--- config.mk ---
export PLATFORM = sky130hd
export DESIGN_NAME = hazard_ctrl
export DESIGN_NICKNAME = d
export VERILOG_FILES = /design/src/rtl/hazard_pkg.sv /design/src/rtl/load_use_detect.sv /design/src/rtl/hazard_ctrl.sv
export SDC_FILE = /design/constraint.sdc
export NUM_CORES = 1
export LEC_CHECK = 0
export ABC_AREA = 1
export CELL_PAD_IN_SITES_DETAIL_PLACEMENT = 2
export CELL_PAD_IN_SITES_GLOBAL_PLACEMENT = 2
export CORE_ASPECT_RATIO = 1.2
export CORE_UTILIZATION = 19
export DETAILED_ROUTE_END_ITERATION = 6
export GPL_TIMING_DRIVEN = 1
export PLACE_DENSITY_LB_ADDON = 0.1
export SLEW_MARGIN = 15
export SYNTH_ARGS = -nofsm -noshare
export SYNTH_HDL_FRONTEND = slang
export SYNTH_SLANG_ARGS = --single-unit
--- constraint.sdc ---
create_clock -name clk -period 1.37 [get_ports clk]
set_input_delay 0.137 -clock clk [delete_from_list [all_inputs] [get_ports clk]]
set_output_delay 0.137 -clock clk [all_outputs]
set_load 0.01 [all_outputs]
--- src/rtl/hazard_pkg.sv ---
// Shared types and constants for the pipeline hazard controller.
package hazard_pkg;

   typedef enum logic [1:0] {
      RUN      = 2'd0,
      MEM_WAIT = 2'd1,
      ERR      = 2'd2
   } state_t;

   localparam logic [4:0] REG_ZERO = 5'd0;

endpackage

--- src/rtl/load_use_detect.sv ---
// Combinational load-use comparator: flags an ID source that depends on the load in EX.
import hazard_pkg::*;

module load_use_detect (
   input  logic       ex_mem_read,
   input  logic [4:0] ex_rt,
   input  logic [4:0] id_rs,
   input  logic [4:0] id_rt,
   input  logic       id_uses_rt,
   output logic       lu
);

   // $zero is never a real dependency even if a load targets it.
   assign lu = ex_mem_read && (ex_rt != REG_ZERO) &&
               ((ex_rt == id_rs) || (id_uses_rt && (ex_rt == id_rt)));

endmodule

--- src/rtl/hazard_ctrl.sv ---
// Pipeline stall/flush controller with memory-wait watchdog.
// Optional HAZARD_STATS_EN adds stall_cnt / flush_cnt statistics ports.
import hazard_pkg::*;

module hazard_ctrl #(
   parameter int unsigned MEM_TIMEOUT = 16
) (
   input  logic        clk,
   input  logic        rst,
   input  logic [4:0]  id_rs,
   input  logic [4:0]  id_rt,
   input  logic        id_uses_rt,
   input  logic        ex_mem_read,
   input  logic [4:0]  ex_rt,
   input  logic        ex_branch_taken,
   input  logic        mem_busy,
   output logic        pc_write,
   output logic        if_id_write,
   output logic        if_id_flush,
   output logic        id_ex_flush,
   output logic        back_write,
   output logic        err
`ifdef HAZARD_STATS_EN
   ,
   output logic [31:0] stall_cnt,
   output logic [31:0] flush_cnt
`endif
);

   localparam int unsigned CW = $clog2(MEM_TIMEOUT + 1);
   localparam logic [CW-1:0] TIMEOUT = CW'(MEM_TIMEOUT);

   state_t        state;
   logic [CW-1:0] wait_cnt;
   logic          lu;

   load_use_detect u_lu (
      .ex_mem_read (ex_mem_read),
      .ex_rt       (ex_rt),
      .id_rs       (id_rs),
      .id_rt       (id_rt),
      .id_uses_rt  (id_uses_rt),
      .lu          (lu)
   );

   always_ff @(posedge clk or posedge rst) begin
      if (rst) begin
         state    <= RUN;
         wait_cnt <= '0;
      end else begin
         unique case (state)
            RUN: begin
               if (mem_busy) begin
                  state    <= MEM_WAIT;
                  wait_cnt <= CW'(1);
               end
            end
            MEM_WAIT: begin
               if (!mem_busy) begin
                  state    <= RUN;
                  wait_cnt <= '0;
               end else if (wait_cnt < TIMEOUT) begin
                  wait_cnt <= wait_cnt + CW'(1);
               end else begin
                  state <= ERR;
               end
            end
            ERR: state <= ERR;
            default: begin
               state    <= RUN;
               wait_cnt <= '0;
            end
         endcase
      end
   end

   // RUN and MEM_WAIT share the priority list; MEM_WAIT only differs in next state.
   always_comb begin
      pc_write    = 1'b0;
      if_id_write = 1'b0;
      if_id_flush = 1'b0;
      id_ex_flush = 1'b0;
      back_write  = 1'b0;
      err         = (state == ERR);
      if (!rst && (state != ERR) && !mem_busy) begin
         if (ex_branch_taken) begin
            pc_write    = 1'b1;
            if_id_write = 1'b1;
            if_id_flush = 1'b1;
            id_ex_flush = 1'b1;
            back_write  = 1'b1;
         end else if (lu) begin
            id_ex_flush = 1'b1;
            back_write  = 1'b1;
         end else begin
            pc_write    = 1'b1;
            if_id_write = 1'b1;
            back_write  = 1'b1;
         end
      end
   end

`ifdef HAZARD_STATS_EN
   always_ff @(posedge clk or posedge rst) begin
      if (rst) begin
         stall_cnt <= '0;
         flush_cnt <= '0;
      end else begin
         if (!pc_write && (state != ERR))
            stall_cnt <= stall_cnt + 32'd1;
         if (if_id_flush)
            flush_cnt <= flush_cnt + 32'd1;
      end
   end
`endif

endmodule

## Yosys cells after proc, flatten, opt, wreduce, memory -nomap -nowiden

Cells that the tools add are included.

| storage, ports and cells | value |
|---|---|
| bits in registers | 7 |
| input bits | 21 |
| logic and storage cells | 42 |

| operators by class | value |
|---|---|
| order comparisons | 1 |
| reduce and logical (&&, ||, !) cells | 12 |
| muxes and demuxes | 17 |
| $add $sub $neg | 1 |
| bitwise logic cells | 1 |
| equality and inequality tests | 8 |

Operators by type and width:

| cell | number |
|---|---|
| 5-bit two-way mux | 3 |
| 5-bit case mux with 3 select lines | 1 |
| 5-bit equality test | 2 |
| 1-bit two-way mux | 9 |
| 2-bit two-way mux | 3 |
| 3-bit inequality test (second input constant) | 2 |
| 2-bit case mux with 3 select lines | 1 |
| 5-bit by 1-bit adder with 5-bit output (second input constant) | 1 |
| 1-bit logical AND | 5 |
| 5-bit less-than comparator (second input constant) | 1 |
| 5-bit nonzero test | 1 |
| 2-bit inequality test (second input constant) | 2 |
| 3-bit AND reduction | 1 |
| 2-bit by 1-bit equality test with 1-bit output (second input constant) | 1 |
| 2-bit equality test (second input constant) | 1 |
| 1-bit logical NOT | 2 |
| 2-bit logical NOT | 1 |
| 2-bit AND reduction | 1 |
| 1-bit logical OR | 1 |
| 1-bit NOT | 1 |

## Logic depth before layout (Yosys ltp)

| logic depth | value |
|---|---|
| word-level depth | 7 |
| gate-level depth with buffers | 10 |
| depth with buffers taken out | 9 |

## By module

From an unflattened synthesis, not the netlist that was laid out.

| unflattened totals | value |
|---|---|
| cell total of the unflattened synthesis | 112 |
| area total of the unflattened synthesis | 649.4 um2 |

Modules (own cells, without submodules):

| module | instances | sequential area each (um2) | area an instance (um2) | cells each |
|---|---|---|---|---|
| hazard_ctrl | 1 | 175.2 | 442.9 | 60 |
| load_use_detect | 1 | 0.0 | 206.4 | 52 |

## Worst setup path after synthesis

No wires, ideal clock.

| timing path | value |
|---|---|
| path kind | register -> output |
| start point | reg state[1] |
| end point | out pc_write |
| required time | 1.233 ns |
| path slack | -0.010 ns |
| cell stages (with the launch flop) | 7 |
| data arrival time | 1.243 ns |
| cell sequence | dfrtp_1 > inv_1 > nor2_1 > nor3_2 > nand2_1 > nand2_1 > buf_4 |

| between the ends | value |
|---|---|
| longest elaborated chain between the ends | 4 |

Ends and longest elaborated chain:

| what | RTL line | source |
|---|---|---|
| start, declared | hazard_ctrl.sv:33 | `state_t state;` |
| start signal, assigned | hazard_ctrl.sv:48 | `state <= RUN;` |
| start signal, assigned | hazard_ctrl.sv:54 | `state <= MEM_WAIT;` |
| start signal, assigned | hazard_ctrl.sv:60 | `state <= RUN;` |
| 2-bit inequality test | hazard_ctrl.sv:85 | `if (!rst && (state != ERR) && !mem_busy) begin` |
| 1-bit logical AND (2 in a row) | hazard_ctrl.sv:85 |  |
| 1-bit two-way mux | n/a |  |
| end, declared | hazard_ctrl.sv:17 | `output logic pc_write,` |

Every way passes these cells.

## Worst setup path in the final report

| timing path | value |
|---|---|
| start point | reg state[1] |
| end point | out id_ex_flush |

| between the ends | value |
|---|---|
| longest elaborated chain between the ends | 4 |

Ends and longest elaborated chain:

| what | RTL line | source |
|---|---|---|
| 2-bit inequality test | hazard_ctrl.sv:85 |  |
| 1-bit logical AND (2 in a row) | hazard_ctrl.sv:85 |  |
| 1-bit two-way mux | hazard_ctrl.sv:85 |  |
| end, declared | hazard_ctrl.sv:20 | `output logic id_ex_flush,` |

Every way passes these cells.

==> results.yml <==
outcome:
  outcome: "finished with violations"
  violations: "setup timing"
critical_path:
  start_kind: "flip-flop"
  crit_fanout: 2
  worstSetupEndpointType: "primary output"
  critPathKind: "reg2out"
  worstPathArrival_ns: 1.36
  crit_required_ns: 1.23
sta:
  setup_viol: 4
  fmaxAchievable_ghz: 0.667
  slew_viol_final: 0
  fin_ws_ns: -0.129
  fin_crit_sh_pct: 109
  tns_ns: -0.388
  hold_viol: 0
  period_minus_slack_ns: 1.50
  fin_worst_skew_ns: 0.00754
  worst_slew_pin_slew_ns: 0.286
  slew_headroom_pct: 80.9
  rsz0062_at_grt: "yes"
placement:
  dp_hpwl_um: 1700
  dpl.cell_count: 177
  numPortBuffers: 26
  post-place-ws_ns: -0.601
  globalplace.congestion: 0.715
  place_area_um2: 998
power:
  ir_drop_v: 0.000466
  power_density_nw_per_um2: 593
  leakage_nw: 0.611
layout:
  final_cell_mix: "33 x nand2_1, 23 x inv_1, 14 x dlygate4sd2_1"
  diodes: 0
  drive_gt1_share_pct: 26.4
  instances_no_fill: 184
  finalNetCount: 171
  stdcell_area_um2: 1070
  areaGrowthSynthToFinish_pct: 69.4
  mostFrequentLayoutCell: "nand2_1"
yosys:
  synthCells: 107
  synth_area_um2: 631
  avgSynthCellArea_um2: 5.89
  ys_types: 22
  synth_nets: 129
  ys_seq_area_share_pct: 27.8
  synth-seq-cells: 7
  yosysWarnings: 0
global_route:
  antenna_found_initial: 0
  grt_overflow: 0
  grt_pass1_wl_um: 3230
  grt_util_all_layers_pct: 12.3
  grt_pass1_vias: 829
  grt_max_degree: 8
floorplan:
  initial_utilization_pct: 20.3
  coreArea_um2: 3110
  placementRows: 22
  die_w_um: 54.6
  die-area_um2: 3550
  ios: 27
  die_h_um: 65.1
detailed_routing:
  drc: 0
  drt-total-wl_um: 1970
  via_per_inst: 4.19
  wire_per_inst_um: 10.7
  detail_route.first_pass.iterations: 2
  ant_nets: 0
  drt_iter0_drc: 2
  vias: 771
worst_hold_path:
  hold_class: "in2async"
clocking:
  cts-root-buf: "clkbuf_4"
  insertion_delay_ns: 0.26
  numCtsBuffers: 3
  htreeDepth: 1
  path_clk_slew_ns: 0.06
  postCtsHoldBufs: 0
  clockBufferDepth: 2
  clock_sinks: 7
  cts_tree: "done"
flow_run:
  maxCapViolations: 0
## per-stage QoR
stage                     utilization (%)  power (mW)  hold WS (ns)
after floorplan                         -       0.319       -0.0596
after global placement               32.1       0.435         0.435
after detailed placement             32.1       0.441         0.451
after CTS                            33.6       0.639         0.308
after global routing                 34.4       0.671         0.360
final                                34.4       0.634         0.293
## synth_stat cells
| library cell | number | area [um^2] |
|---|---|---|
| nand2_1 | 36 | 135 |
| a211oi_1 | 1 | 7.51 |
| nor3_1 | 1 | 5.00 |
| buf_4 | 1 | 7.51 |
| nand3_1 | 4 | 20.0 |
| a21oi_1 | 2 | 10.0 |
| a21boi_0 | 1 | 7.51 |
| o22ai_1 | 1 | 6.26 |
| dfrtp_1 | 7 | 175 |
| nor2_1 | 11 | 41.3 |
| o21ai_1 | 2 | 10.0 |
| ha_1 | 1 | 12.5 |
| nand2_2 | 3 | 18.8 |
| nor3_2 | 1 | 10.0 |
| o21a_4 | 1 | 15.0 |
| inv_1 | 27 | 101 |
| o21ai_2 | 1 | 8.76 |
| o21ai_0 | 2 | 10.0 |
| nand4_1 | 1 | 6.26 |
| inv_2 | 1 | 3.75 |
| xnor2_1 | 1 | 8.76 |
| nand3_2 | 1 | 10.0 |
## final cells by class
type                       count  area (um^2)
sequential                     7          175
inverter                      28          105
timing repair buffer          38          339
tap                           36         45.0
clock buffer                   4         26.3
multi-input combinational     71          378
fill                         403         2040
## what timing repair did
item                                   in CTS  in global routing
pin swaps                                   9                  7
setup endpoints to repair                   6                  8
gates resized for setup                    44                  9
endpoints found under the hold margin       0                  0
setup buffers                               4                  0
## critical path, cell delays in order, from the launching register on
cell and delay, ns:
dfrtp_1 0.40, inv_2 0.08, nor2_2 0.04, nor3_2 0.13, buf_4 0.15, buf_6 0.09, nand3_2 0.06, nand2_1 0.05
buf_2 0.12
## path summary, 6_finish.rpt
check | from | slack (ns) | cells after the start | to
min in group clk | wait_cnt[4] | 0.46 | 1 | state[0]
setup reg to reg | state[1] | 0.07 | 7 | wait_cnt[0]
hold / removal | rst | 0.29 | 3 | state[1]
hold reg to reg | wait_cnt[4] | 0.46 | 1 | state[0]
max in group asynchronous | rst | 0.85 | 3 | wait_cnt[2]
setup / recovery | state[1] | -0.13 | 8 | id_ex_flush
## layer usage
layer	vias to the layer above	global-route usage (%)	share of wire, %
met5	-	0	0
met4	0	5.77	1.5
met3	2	0.694	3.7
met2	19	21.5	51
met1	352	14.5	44
li1	398	-	-
## sequential cells by signal, summed over array words and instances (netlist names)
register / count
state: 2
wait_cnt: 5
## where the power goes
part           internal, mW  switching, mW
Combinational         0.113          0.106
Clock                 0.112         0.0826
Sequential            0.216        0.00514
## kinds of logic (layout without fill, tap and decap cells)
family          after synthesis  in the layout  share of synthesized area (%)
simple gates                 58             58                           39.1
buf+inv                      29             70                           17.9
compound gates               11             11                           11.9
flops                         7              7                           27.8
fa+ha+maj                     1              1                           1.98
xor+xnor                      1              1                           1.39
Note: power is estimated with default switching activity, not from simulation.
